--- config.mk ---
export PLATFORM = sky130hd
export DESIGN_NAME = mem_stage_flat
export DESIGN_NICKNAME = d
export VERILOG_FILES = /design/src/rtl/mem_stage_pkg.sv /design/src/rtl/mem_stage_if.sv /design/src/rtl/mem_stage.sv /design/src/flat_wrapper.sv
export SDC_FILE = /design/constraint.sdc
export NUM_CORES = 1
export LEC_CHECK = 0
export ABC_CLOCK_PERIOD_IN_PS = 2650
export CAP_MARGIN = 25
export CORE_MARGIN = 8
export CORE_UTILIZATION = 32
export CTS_CLUSTER_SIZE = 10
export DETAILED_ROUTE_END_ITERATION = 8
export PLACE_DENSITY = 0.8
export SLEW_MARGIN = 40
export SYNTH_ARGS = -nofsm -noshare
export SYNTH_HDL_FRONTEND = slang
export SYNTH_SLANG_ARGS = --single-unit
--- constraint.sdc ---
create_clock -name clk -period 2.65 [get_ports clk]
set_clock_uncertainty 0.2 [all_clocks]
set_input_delay 0.795 -clock clk [delete_from_list [all_inputs] [get_ports clk]]
set_output_delay 0.795 -clock clk [all_outputs]
set_load 0.1 [all_outputs]
--- src/rtl/mem_stage_pkg.sv ---
// mem_stage_pkg
// Shared types for the MEM pipeline stage:
//   u32_t        - 32-bit data word
//   mem_op_t     - memory operation code carried by EX/MEM
//   mem_params_t - EX/MEM register contents consumed by mem_stage
//   wb_params_t  - MEM/WB bundle produced by mem_stage
//   mem_state_t  - mem_stage access state (idle / waiting on data memory)
package mem_stage_pkg;

    typedef logic [31:0] u32_t;

    typedef enum logic [1:0] {
        MEM_OP_NONE  = 2'd0,
        MEM_OP_LOAD  = 2'd1,
        MEM_OP_STORE = 2'd2
    } mem_op_t;

    typedef struct packed {
        logic [4:0] rd_addr;
        u32_t       rd_data;   // ALU result, or the address for memory ops
        mem_op_t    mem_op;
        u32_t       mem_data;  // store data (consumed by the dmem request upstream)
    } mem_params_t;

    typedef struct packed {
        logic [4:0] rd_addr;
        u32_t       rd_data;
        logic       wr_en;
    } wb_params_t;

    typedef enum logic {
        MEM_ST_IDLE,
        MEM_ST_WAIT
    } mem_state_t;

    localparam wb_params_t WB_BUBBLE = '0;

endpackage

--- src/rtl/mem_stage_if.sv ---
// mem_stage_if
// Bundles the MEM stage datapath/handshake signals.
//   mem_params_in - EX/MEM register contents
//   dmem_rddata   - data-memory read data (valid with dmem_ack)
//   dmem_ack      - data-memory completion for the presented request
//   stall         - hold request for IF..EX/MEM
//   wb_params_out - registered writeback bundle
//   fwd_addr/data - forwarding tap towards EX
//   bus_err       - one-cycle pulse on an aborted access
// Modports: slave = the MEM stage itself, master = its environment.
interface mem_stage_if;
    import mem_stage_pkg::*;

    mem_params_t mem_params_in;
    u32_t        dmem_rddata;
    logic        dmem_ack;
    logic        stall;
    wb_params_t  wb_params_out;
    logic [4:0]  fwd_addr;
    u32_t        fwd_data;
    logic        bus_err;

    modport slave (
        input  mem_params_in, dmem_rddata, dmem_ack,
        output stall, wb_params_out, fwd_addr, fwd_data, bus_err
    );

    modport master (
        output mem_params_in, dmem_rddata, dmem_ack,
        input  stall, wb_params_out, fwd_addr, fwd_data, bus_err
    );
endinterface

--- src/rtl/mem_stage.sv ---
// mem_stage
// MEM pipeline stage: completes loads/stores against the data memory,
// stalls upstream while an access is outstanding and produces the
// registered writeback bundle plus a combinational forwarding tap.
// Ports:
//   clk   - clock, all state on posedge
//   rst_n - asynchronous active-low reset
//   bus   - mem_stage_if.slave (see interface header for signal list)
// Optional feature: define MINA_MEM_TIMEOUT_EN to abort an access that has
// waited TIMEOUT_CYCLES cycles without dmem_ack (bus_err pulses for one
// cycle). Without it, a wait lasts until dmem_ack and bus_err is held 0.
module mem_stage
    import mem_stage_pkg::*;
#(
    parameter int TIMEOUT_CYCLES = 16,
    parameter int CNT_W          = $clog2(TIMEOUT_CYCLES + 1)
) (
    input  logic        clk,
    input  logic        rst_n,
    mem_stage_if.slave  bus
);

    mem_state_t state_reg;
    wb_params_t wb_reg;
    logic       bus_err_reg;

    wb_params_t wb_next;
    logic       is_mem_op;
    logic       timeout;
    logic       stall_int;

    // Next writeback value; anything that does not complete this cycle
    // (store, no ack, abort) becomes a bubble.
    always_comb begin
        wb_next   = WB_BUBBLE;
        is_mem_op = (bus.mem_params_in.mem_op != MEM_OP_NONE);
        if (!is_mem_op) begin
            wb_next.rd_addr = bus.mem_params_in.rd_addr;
            wb_next.rd_data = bus.mem_params_in.rd_data;
            wb_next.wr_en   = (bus.mem_params_in.rd_addr != 5'd0);
        end else if (bus.dmem_ack && bus.mem_params_in.mem_op == MEM_OP_LOAD) begin
            wb_next.rd_addr = bus.mem_params_in.rd_addr;
            wb_next.rd_data = bus.dmem_rddata;
            wb_next.wr_en   = (bus.mem_params_in.rd_addr != 5'd0);
        end
    end

`ifdef MINA_MEM_TIMEOUT_EN
    localparam logic [CNT_W-1:0] CNT_LIMIT = CNT_W'(TIMEOUT_CYCLES);
    localparam logic [CNT_W-1:0] CNT_MAX   = '1;

    logic [CNT_W-1:0] cnt_reg;

    assign timeout = (state_reg == MEM_ST_WAIT) && (cnt_reg >= CNT_LIMIT)
                     && is_mem_op && !bus.dmem_ack;

    // Counts stalled cycles of the current access; the IDLE->WAIT edge
    // already counts as one, so the abort lands on cycle TIMEOUT_CYCLES+1.
    always_ff @(posedge clk or negedge rst_n) begin
        if (!rst_n) begin
            cnt_reg <= '0;
        end else if (stall_int) begin
            if (cnt_reg != CNT_MAX) begin
                cnt_reg <= cnt_reg + 1'b1;
            end
        end else begin
            cnt_reg <= '0;
        end
    end
`else
    assign timeout = 1'b0;
`endif

    assign stall_int = is_mem_op && !bus.dmem_ack && !timeout;

    always_ff @(posedge clk or negedge rst_n) begin
        if (!rst_n) begin
            state_reg   <= MEM_ST_IDLE;
            wb_reg      <= WB_BUBBLE;
            bus_err_reg <= 1'b0;
        end else begin
            wb_reg      <= wb_next;
            bus_err_reg <= timeout;
            state_reg   <= stall_int ? MEM_ST_WAIT : MEM_ST_IDLE;
        end
    end

    assign bus.stall         = stall_int;
    assign bus.wb_params_out = wb_reg;
    assign bus.bus_err       = bus_err_reg;
    // wb_next already has wr_en=0 for non-writing cases; the tap must read 0 then.
    assign bus.fwd_addr      = wb_next.wr_en ? wb_next.rd_addr : 5'd0;
    assign bus.fwd_data      = wb_next.wr_en ? wb_next.rd_data : 32'd0;

endmodule

--- src/flat_wrapper.sv ---
// flat-port wrapper written by rule: the top's interface ports become plain ports
module mem_stage_flat import mem_stage_pkg::*;
#(
    parameter int TIMEOUT_CYCLES = 16,
    parameter int CNT_W          = $clog2(TIMEOUT_CYCLES + 1)
)
  (clk, rst_n, bus_mem_params_in, bus_dmem_rddata, bus_dmem_ack, bus_stall, bus_wb_params_out, bus_fwd_addr, bus_fwd_data, bus_bus_err);
  mem_stage_if bus_i ();
  input  logic clk;
  input  logic rst_n;
  input wire logic [$bits(bus_i.mem_params_in)-1:0] bus_mem_params_in;
  input wire logic [$bits(bus_i.dmem_rddata)-1:0] bus_dmem_rddata;
  input wire logic [$bits(bus_i.dmem_ack)-1:0] bus_dmem_ack;
  output wire logic [$bits(bus_i.stall)-1:0] bus_stall;
  output wire logic [$bits(bus_i.wb_params_out)-1:0] bus_wb_params_out;
  output wire logic [$bits(bus_i.fwd_addr)-1:0] bus_fwd_addr;
  output wire logic [$bits(bus_i.fwd_data)-1:0] bus_fwd_data;
  output wire logic [$bits(bus_i.bus_err)-1:0] bus_bus_err;
  assign bus_i.mem_params_in = bus_mem_params_in;
  assign bus_i.dmem_rddata = bus_dmem_rddata;
  assign bus_i.dmem_ack = bus_dmem_ack;
  assign bus_stall = bus_i.stall;
  assign bus_wb_params_out = bus_i.wb_params_out;
  assign bus_fwd_addr = bus_i.fwd_addr;
  assign bus_fwd_data = bus_i.fwd_data;
  assign bus_bus_err = bus_i.bus_err;
  mem_stage #(.TIMEOUT_CYCLES(TIMEOUT_CYCLES), .CNT_W(CNT_W)) u_core (.clk(clk), .rst_n(rst_n), .bus(bus_i));
endmodule
Word-level counts from Yosys, hierarchy flattened --
Index checks and enable logic that the tools add are counted. Widths: inputs -> output; s select.
Word-level totals: input bits 106, output and inout port bits 77, logic and storage cells 13, bits in registers 38
Operators by class: multiplexer cells 4, reductions and logical operators 5, equal/unequal tests 1
Operator list (count):
- $mux 38 | 2
- $mux 32 | 1
- $mux 5 | 1
- $reduce_bool 5->1 | 1
- $eq 2x1->1 const B | 1
- $logic_and 1x1->1 | 2
- $reduce_bool 2->1 | 1
- $logic_not 1->1 | 1

Longest topological paths before layout --
Gate-level depths: netlist (run 1).
depth in word-level cells 5, gate-level depth with buffers 5

Worst setup path after synthesis (run 1) --
No wires, ideal clock.
path kind input-to-output, start input port bus_mem_params_in[32], end output port bus_fwd_addr[0], stages on the path 4, arrival time 3402 ps, data required time 1655 ps, buffers on the path 2, path slack -1747 ps, path through buf_6 -> nor2b_1 -> buf_2 -> nor3b_1
Between the ends: word-level cells in the longest chain between the ends 5
RTL lines:
- start: declaration | RTL line flat_wrapper.sv:11 | input wire logic [$bits(bus_i.mem_params_in)-1:0] bus_mem_params_in;
- $eq 2x1->1 | RTL line mem_stage.sv:41 | end else if (bus.dmem_ack && bus.mem_params_in.mem_op == MEM_OP_LOAD) begin
- $logic_and 1x1->1 | RTL line mem_stage.sv:41
- $mux 38 | RTL line mem_stage.sv:41
- $mux 38 * | RTL line mem_stage.sv:37 | if (!is_mem_op) begin
- $mux 5 * | RTL line mem_stage.sv:92 | assign bus.fwd_addr = wb_next.wr_en ? wb_next.rd_addr : 5'd0;
- end: declaration | RTL line flat_wrapper.sv:16 | output wire logic [$bits(bus_i.fwd_addr)-1:0] bus_fwd_addr;
Mark *: on every way between the ends. The rest lies on a longest branch, timed or not.

Worst setup path after layout (run 1) --
start input port bus_mem_params_in[32], end output port bus_fwd_data[19]
Between the ends: word-level cells in the longest chain between the ends 5
RTL lines:
- $eq 2x1->1 | RTL line mem_stage.sv:41
- $logic_and 1x1->1 | RTL line mem_stage.sv:41
- $mux 38 | RTL line mem_stage.sv:41
- $mux 38 * | RTL line mem_stage.sv:37
- $mux 32 * | RTL line mem_stage.sv:93 | assign bus.fwd_data = wb_next.wr_en ? wb_next.rd_data : 32'd0;
- end: declaration | RTL line flat_wrapper.sv:17 | output wire logic [$bits(bus_i.fwd_data)-1:0] bus_fwd_data;
Marked as above.

==> flow_summary.yaml, run 1 <==
outcome:
  status: "finished with violations"
  violations: "negative setup slack"
detailed_routing:
  wl_per_cell_um: 22.5
  ant_nets: 0
  via_count: 2634
  viasPerCell: 5.34
  routed_wirelength_mm: 11.1
  drt_first_iter_violations: 102
  drc: 0
  first_pass_iters: 4
power_and_ir_drop:
  p_leak_nw: 2.57
  power.density_nw_per_um2: 424
  ir_drop_uv: 247
  total_power_mw: 2.26
cells_and_area:
  layout_commonest_cell: "buf_4"
  num-nets-final: 518
  largest_reg_flops: 38
  stdcell_count: 493
  drive_gt1_share_pct: 57.6
  final_cell_mix: "78 x buf_4, 51 x buf_12, 38 x dfrtp_1"
  antennaDiodeCount: 0
  fin_area_um2: 5320
  area_growth_pct: 145
place:
  placed_cells: 443
  placed_cell_area_um2: 4430
  hpwl_mm: 6.28
  port_buffers: 149
  routabilityCongestion: 0.747
logic_synthesis:
  syn_inst: 210
  synth_edf_count: 0
  yosysSeqAreaShare_pct: 43.8
  syn_nets: 316
  ys_ff_latch: 38
  synth_ff_type: "dfrtp_1"
  syn_avg_cell_area_um2: 10.3
  async_flop_share_pct: 100
  syn_area_um2: 2170
  synth_cell_type_count: 19
  ys_warn_count: 0
sta:
  fin_crit_ps: 2910
  finalMaxSlewViolations: 0
  fin_crit_sh_pct: 110
  setup_viol: 38
  setup_ws_ps: -258
  rsz0062_at_grt: "true"
  fmax_mhz: 344
  hold_violations: 0
global_routing:
  overflow: 0
  grt_max_degree: 32
  track_usage_pct: 22.2
  grt_pass1_wl_mm: 16.7
  antenna_found_initial: 0
  grt_pass1_vias: 2927
setup_path:
  start_kind: "input pin"
  worstSetupEndpointType: "output pin"
  crit_fanout: 8
  crit_required_ps: 1660
  arrival_ps: 1910
  critPathKind: "input pin to output pin"
clock_network:
  cts_tree: "built"
  path_clk_slew_ps: 80
  cts_buffer_depth: 2
  cts_max_level: 2
  cts.sinks: 38
  cts-root-buf: "clkbuf_8"
  cts_made_buffers: 5
worst_hold_path:
  hold_class: "input pin to async pin"
run:
  max_cap_violations: 0
floorplan:
  start_util_pct: 32.5
  num_io_pins: 183
  rows: 30
  coreArea_um2: 6680
  die_h_um: 98.4
  dieWidth_um: 98.4
  die_area_um2: 9680
[through the flow]
| stage | util [%] | hold slack [ps] | setup TNS, ps | setup slack [ps] |
|---|---|---|---|---|
| after CTS | 78.7 | 381 | -7910 | -247 |
| after global placement | 66.3 | 702 | -21900 | -623 |
| after detailed placement | 66.3 | 698 | -22260 | -668 |
| final | 79.6 | 164 | -7270 | -258 |
| after global routing | 79.6 | 157 | -8220 | -276 |
| after floorplan | - | 299 | -19740 | -626 |
[synth_stat cells (2+ instances only)]
library cell / instances / area, µm²
nor2_1: 2 / 7.51
nand4b_1: 32 / 280
dfrtp_1: 38 / 951
nand2_1: 32 / 120
or3b_4: 4 / 45.0
nor3b_1: 8 / 60.1
buf_4: 7 / 52.6
a22oi_2: 4 / 50.1
buf_6: 2 / 22.5
buf_2: 5 / 25.0
or3b_1: 28 / 245
clkbuf_1: 13 / 48.8
a22oi_1: 28 / 210
nor3_1: 2 / 10.0
[where the power goes]
group | switching (mW) | internal (mW)
combinational | 0.752 | 0.462
sequential | 0.0106 | 0.612
clock | 0.209 | 0.210
[area by class of cell]
type,instances,area [µm²]
sequential,38,951
clock buffer,7,86.3
timing repair buffer,222,2820
tap,80,100
inverter,1,6.26
multi-input combinational,144,1350
clock inverter,1,5.00
fill,439,1370
[worst max-delay path, stage by stage]
cell,delay (ps)
buf_12,140
buf_16,140
or3b_4,380
a22oi_2,240
buf_12,210
[layer usage]
layer  routed length, µm  track usage (%)  part of all wire (%)  up-vias
li1                    -                -                     -     1197
met1                4420             24.8                    40     1312
met2                5780             40.4                    52      112
met3                 781             6.54                   7.0       13
met4                 136             5.08                   1.2        0
met5                   0                0                     0        -
[cell families (layout without fill, tap and decap cells)]
kind of cell    count (synthesis)  count (layout)  share of synthesized area, %
flops                          38              38                          43.8
simple gates                  110             110                          36.7
buf+inv                        28             231                          7.03
compound gates                 33              33                          12.3
other cells                     1               1                         0.173
[what timing repair did]
item                                    CTS  global route
gates cloned                             17             2
pin swaps                                49            49
setup buffers                            19            10
resized for setup                       112             5
endpoints found under the setup margin   38            38
hold buffers                              0             0
[worst max-delay path by stage]
stage,depth (start not counted),start,to
3_3_place_gp,5,bus_dmem_ack,bus_fwd_addr[1]
4_1_cts,5,bus_mem_params_in[33],bus_fwd_data[29]
5_1_grt,4,bus_dmem_rddata[29],bus_fwd_data[29]
3_5_place_dp,5,bus_dmem_ack,bus_fwd_addr[1]
6_report,5,bus_mem_params_in[32],bus_fwd_data[19]
2_1_floorplan,4,bus_mem_params_in[32],bus_fwd_data[25]
(Power assumes the default switching activity.)
==> run 2, diff against run 1 <==
Settings changed: PLACE_DENSITY 0.8 to 0.83.
==> flow_summary.yaml, run 2 (synthesis results as in run 1) <==
cells_and_area:
  drive_gt1_share_pct: 55.8
  area_growth_pct: 134
  final_cell_mix: "71 x buf_4, 53 x buf_12, 38 x dfrtp_1"
  nFillCells: 461
  largest_reg_flops: 38
  seqCellArea_um2: 951
  multi_input_area_um2: 1350
  num-nets-final: 504
  layout_commonest_cell: "buf_4"
power_and_ir_drop:
  power.density_nw_per_um2: 430
  total_power_mw: 2.19
  p_clk_share_pct: 17.8
  p_leak_nw: 2.47
  seq_power_share_pct: 28.4
  swShare_pct: 43.9
  power_frac_comb_pct: 53.8
  ir_drop_uv: 200
  switchingPower_uw: 960
  p_int_mw: 1.23
place:
  port_buffers: 149
  routabilityCongestion: 0.762
  hpwl_mm: 6.49
floorplan:
  start_util_pct: 32.5
  num_io_pins: 183
  coreArea_um2: 6680
  dieWidth_um: 98.4
  die_h_um: 98.4
  rows: 30
  die_area_um2: 9680
outcome:
  status: "finished with violations"
  violations: "negative setup slack"
setup_path:
  critPathLaunch: "bus_mem_params_in[33]"
  critPathTopFamily: "buffers and inverters"
  critPathKind: "input pin to output pin"
  critPathBufInv: 3
  worstPathCellList: "buf_12 -> buf_12 -> or3b_4 -> a22oi_2 -> buf_12"
  crit_required_ps: 1660
  cp_slowest_stage_delay_ps: 400
  start_kind: "input pin"
  cp_common_cell: "buf_12"
  cpMaxStageDelayCell: "or3b_4"
  crit_fanout: 8
  arrival_ps: 1910
  worstSetupEndpointType: "output pin"
worst_hold_path:
  hold_class: "input pin to async pin"
detailed_routing:
  drt_first_iter_violations: 92
  routed_wirelength_mm: 10.5
  first_pass_iters: 6
  wl_per_cell_um: 21.9
  viasPerCell: 5.26
  via_count: 2518
  ant_nets: 0
  drc: 0
sta:
  worstMarginPinSlew_ps: 684
  finalSetupTns_ps: -7210
  max_slew_margin_pct: 54.4
  hold_violations: 0
  fin_crit_sh_pct: 109
  fin_crit_ps: 2900
  setup_ws_ps: -251
  rsz0062_at_grt: "true"
  fmax_mhz: 345
  finalMaxSlewViolations: 0
  setup_viol: 37
clock_network:
  path_clk_slew_ps: 80
  cts_buffer_depth: 2
  cts_max_level: 2
  cts.sinks: 38
  cts-root-buf: "clkbuf_8"
  cts_tree: "built"
  cts_made_buffers: 5
  cts_hold_buf: 0
global_routing:
  grt_pass1_vias: 2811
  grt_max_degree: 28
  antenna_found_initial: 1
  track_usage_pct: 20.9
  grt_pass1_wl_mm: 15.8
  overflow: 0
run:
  max_cap_violations: 0
[run 2: layout make-up]
type	instances	share of cell area [%]
antenna	1	0.0492
clock buffer	7	1.50
inverter	1	0.172
multi-input combinational	144	26.5
sequential	38	18.7
tap	80	1.97
timing repair buffer	208	51.1
[run 2: per-layer routing]
metal  routed length [µm]  part of all wire (%)  global-route usage [%]
met1                 4140                    39                    22.3
met2                 5500                    52                    38.6
met3                  718                   6.8                    6.26
met4                  139                   1.3                    5.67
met5                    0                     0                       0
[run 2: final timing paths]
path,to,cells past startpoint
min in group clk,u_core.bus.wb_params_out[2]$_DFF_PN0_,3
max in group asynchronous,u_core.bus.wb_params_out[23]$_DFF_PN0_,2
min,u_core.bus.wb_params_out[31]$_DFF_PN0_,1
max,bus_fwd_data[27],5
[run 2: power by group through the flow]
stage / clock network, mW / registers [mW] / logic (mW)
after floorplan: 0 / 0.881 / 0.440
after global placement: 0 / 0.632 / 1.07
after detailed placement: 0 / 0.634 / 1.08
after CTS: 0.393 / 0.622 / 1.17
after global routing: 0.418 / 0.625 / 1.21
final: 0.390 / 0.622 / 1.18
[run 2: repair_timing]
action,in CTS,in global routing
cloned,11,3
gates resized for setup,109,8
pin swaps,46,45
endpoints found under the setup margin,38,37
buffers inserted,15,7
[run 2: through the flow]
step / util (%) / hold WS, ps / cells / area [µm²] / setup slack (ps)
2_1_floorplan: - / 299 / 210 / 2490 / -626
3_3_place_gp: 66.0 / 667 / 439 / 4410 / -580
3_5_place_dp: 66.0 / 667 / 439 / 4410 / -594
4_1_cts: 74.7 / 353 / 472 / 4990 / -259
5_1_grt: 76.1 / 374 / 479 / 5090 / -279
6_report: 76.1 / 338 / 479 / 5090 / -251
==> run 3, diff against run 2 <==
Settings changed: RECOVER_POWER from default to 50, SLEW_MARGIN 40 to 20.
==> flow_summary.yaml, run 3 (synthesis results as in run 1) <==
cells_and_area:
  fin_area_um2: 5070
  nFillCells: 468
  seqCellArea_um2: 951
  drive_gt1_share_pct: 53.8
  largest_reg_flops: 38
  num-nets-final: 504
  area_growth_pct: 133
  multi_input_area_um2: 1330
  layout_commonest_cell: "buf_4"
  final_cell_mix: "70 x buf_4, 53 x buf_12, 38 x dfrtp_1"
global_routing:
  overflow: 0
  grt_pass1_wl_mm: 15.8
  track_usage_pct: 20.9
  grt_pass1_vias: 2811
  met2_usage_pct: 38.6
  grtUsageMet1_pct: 22.3
  met3_usage_pct: 6.26
  antenna_found_initial: 1
  grt_busiest_layer: "met2"
  grt_max_degree: 28
floorplan:
  die_h_um: 98.4
  coreArea_um2: 6680
  dieWidth_um: 98.4
  start_util_pct: 32.5
  num_io_pins: 183
  rows: 30
  die_area_um2: 9680
setup_path:
  crit_fanout: 8
  worstPathCellList: "buf_12 -> buf_12 -> or3b_4 -> a22oi_2 -> buf_12"
  critPathKind: "input pin to output pin"
  critPathLaunch: "bus_mem_params_in[33]"
  critPathBufInv: 3
  endpoint: "bus_fwd_data[27]"
  cp_common_cell: "buf_12"
  start_kind: "input pin"
  crit_required_ps: 1660
  cp_slowest_stage_delay_ps: 400
  path_depth: 5
  critPathTopFamily: "buffers and inverters"
  worstSetupEndpointType: "output pin"
  cpMaxStageDelayCell: "or3b_4"
  arrival_ps: 1910
sta:
  fmax_mhz: 345
  setup_viol: 37
  worstMarginPinSlew_ps: 1640
  whs_ps: 668
  setup_ws_ps: -252
  fin_crit_ps: 2900
  max_slew_margin_pct: -9.08
  fin_crit_sh_pct: 109
  rsz0062_at_grt: "true"
  finalMaxSlewViolations: 28
  hold_violations: 0
worst_hold_path:
  hold_class: "input pin to register"
place:
  port_buffers: 149
  routabilityCongestion: 0.762
  hpwl_mm: 6.49
  placed_cell_area_um2: 4410
detailed_routing:
  ant_nets: 0
  wl_per_cell_um: 21.9
  first_pass_iters: 4
  viasPerCell: 5.23
  drt_first_iter_violations: 97
  via_count: 2504
  drc: 0
  routed_wirelength_mm: 10.5
clock_network:
  cts-root-buf: "clkbuf_8"
  cts_made_buffers: 5
  cts_hold_buf: 0
  cts_max_level: 2
  path_clk_slew_ps: 80
  cts_tree: "built"
  cts.sinks: 38
  cts_buffer_depth: 2
power_and_ir_drop:
  power.density_nw_per_um2: 431
  p_leak_nw: 2.46
  total_power_mw: 2.18
  ir_drop_uv: 200
outcome:
  violations: "max-capacitance violations, max-slew violations, negative setup slack"
  status: "finished with violations"
run:
  max_cap_violations: 1
## run 3: final cells by class
type                            instances  share of cell area (%)
Clock buffer                            7                    1.51
Sequential cell                        38                    18.8
Tap cell                               80                    1.98
Inverter                                1                   0.173
Multi-Input combinational cell        144                    26.3
Timing Repair Buffer                  208                    51.2
Antenna cell                            1                  0.0494
## run 3: timing repair
item	4_1_cts	5_1_grt
hold endpoints to repair	0	0
resized for setup	109	8
gates cloned	11	3
pin swaps	46	45
setup buffers	15	7
endpoints found under the setup margin	38	37
## run 3: layer usage
metal / up-vias / routed length (µm)
met4: 0 / 119
met3: 6 / 719
li1: 1167 / -
met1: 1220 / 4160
met2: 111 / 5470
met5: - / 0
## run 3: worst min-delay path by stage
| stage | startpoint | end | slack [ps] | depth (start not counted) |
|---|---|---|---|---|
| 5_1_grt | bus_dmem_rddata[1] | u_core.bus.wb_params_out[2]$_DFF_PN0_ | 670 | 3 |
| 6_report | bus_dmem_rddata[1] | u_core.bus.wb_params_out[2]$_DFF_PN0_ | 670 | 3 |
| 4_1_cts | rst_n | u_core.bus.wb_params_out[4]$_DFF_PN0_ | 350 | 1 |
| 3_5_place_dp | rst_n | u_core.bus.wb_params_out[31]$_DFF_PN0_ | 670 | 1 |
| 2_1_floorplan | rst_n | u_core.bus.wb_params_out[0]$_DFF_PN0_ | 300 | 0 |
| 3_3_place_gp | rst_n | u_core.bus.wb_params_out[33]$_DFF_PN0_ | 670 | 1 |
## run 3: metrics by stage
step / util (%) / TNS, ps / setup slack [ps] / cells
final: 75.8 / -7290 / -252 / 479
after global routing: 75.8 / -8280 / -279 / 479
after CTS: 74.7 / -7680 / -259 / 472
after detailed placement: 66.0 / -21310 / -594 / 439
after global placement: 66.0 / -20880 / -580 / 439
after floorplan: - / -19740 / -626 / 210
## run 3: tightest hold or removal path, cell delays in order
cell and delay, ps:
dlymetal6s2s_1 130, nand4b_1 130, nand2_1 60
## run 3: power breakdown
group | switching (mW) | internal (mW) | leakage (nW)
sequential | 0.0103 | 0.612 | 0.501
clock | 0.207 | 0.182 | 0.0383
combinational | 0.741 | 0.431 | 1.92
total | 0.958 | 1.22 | 2.46
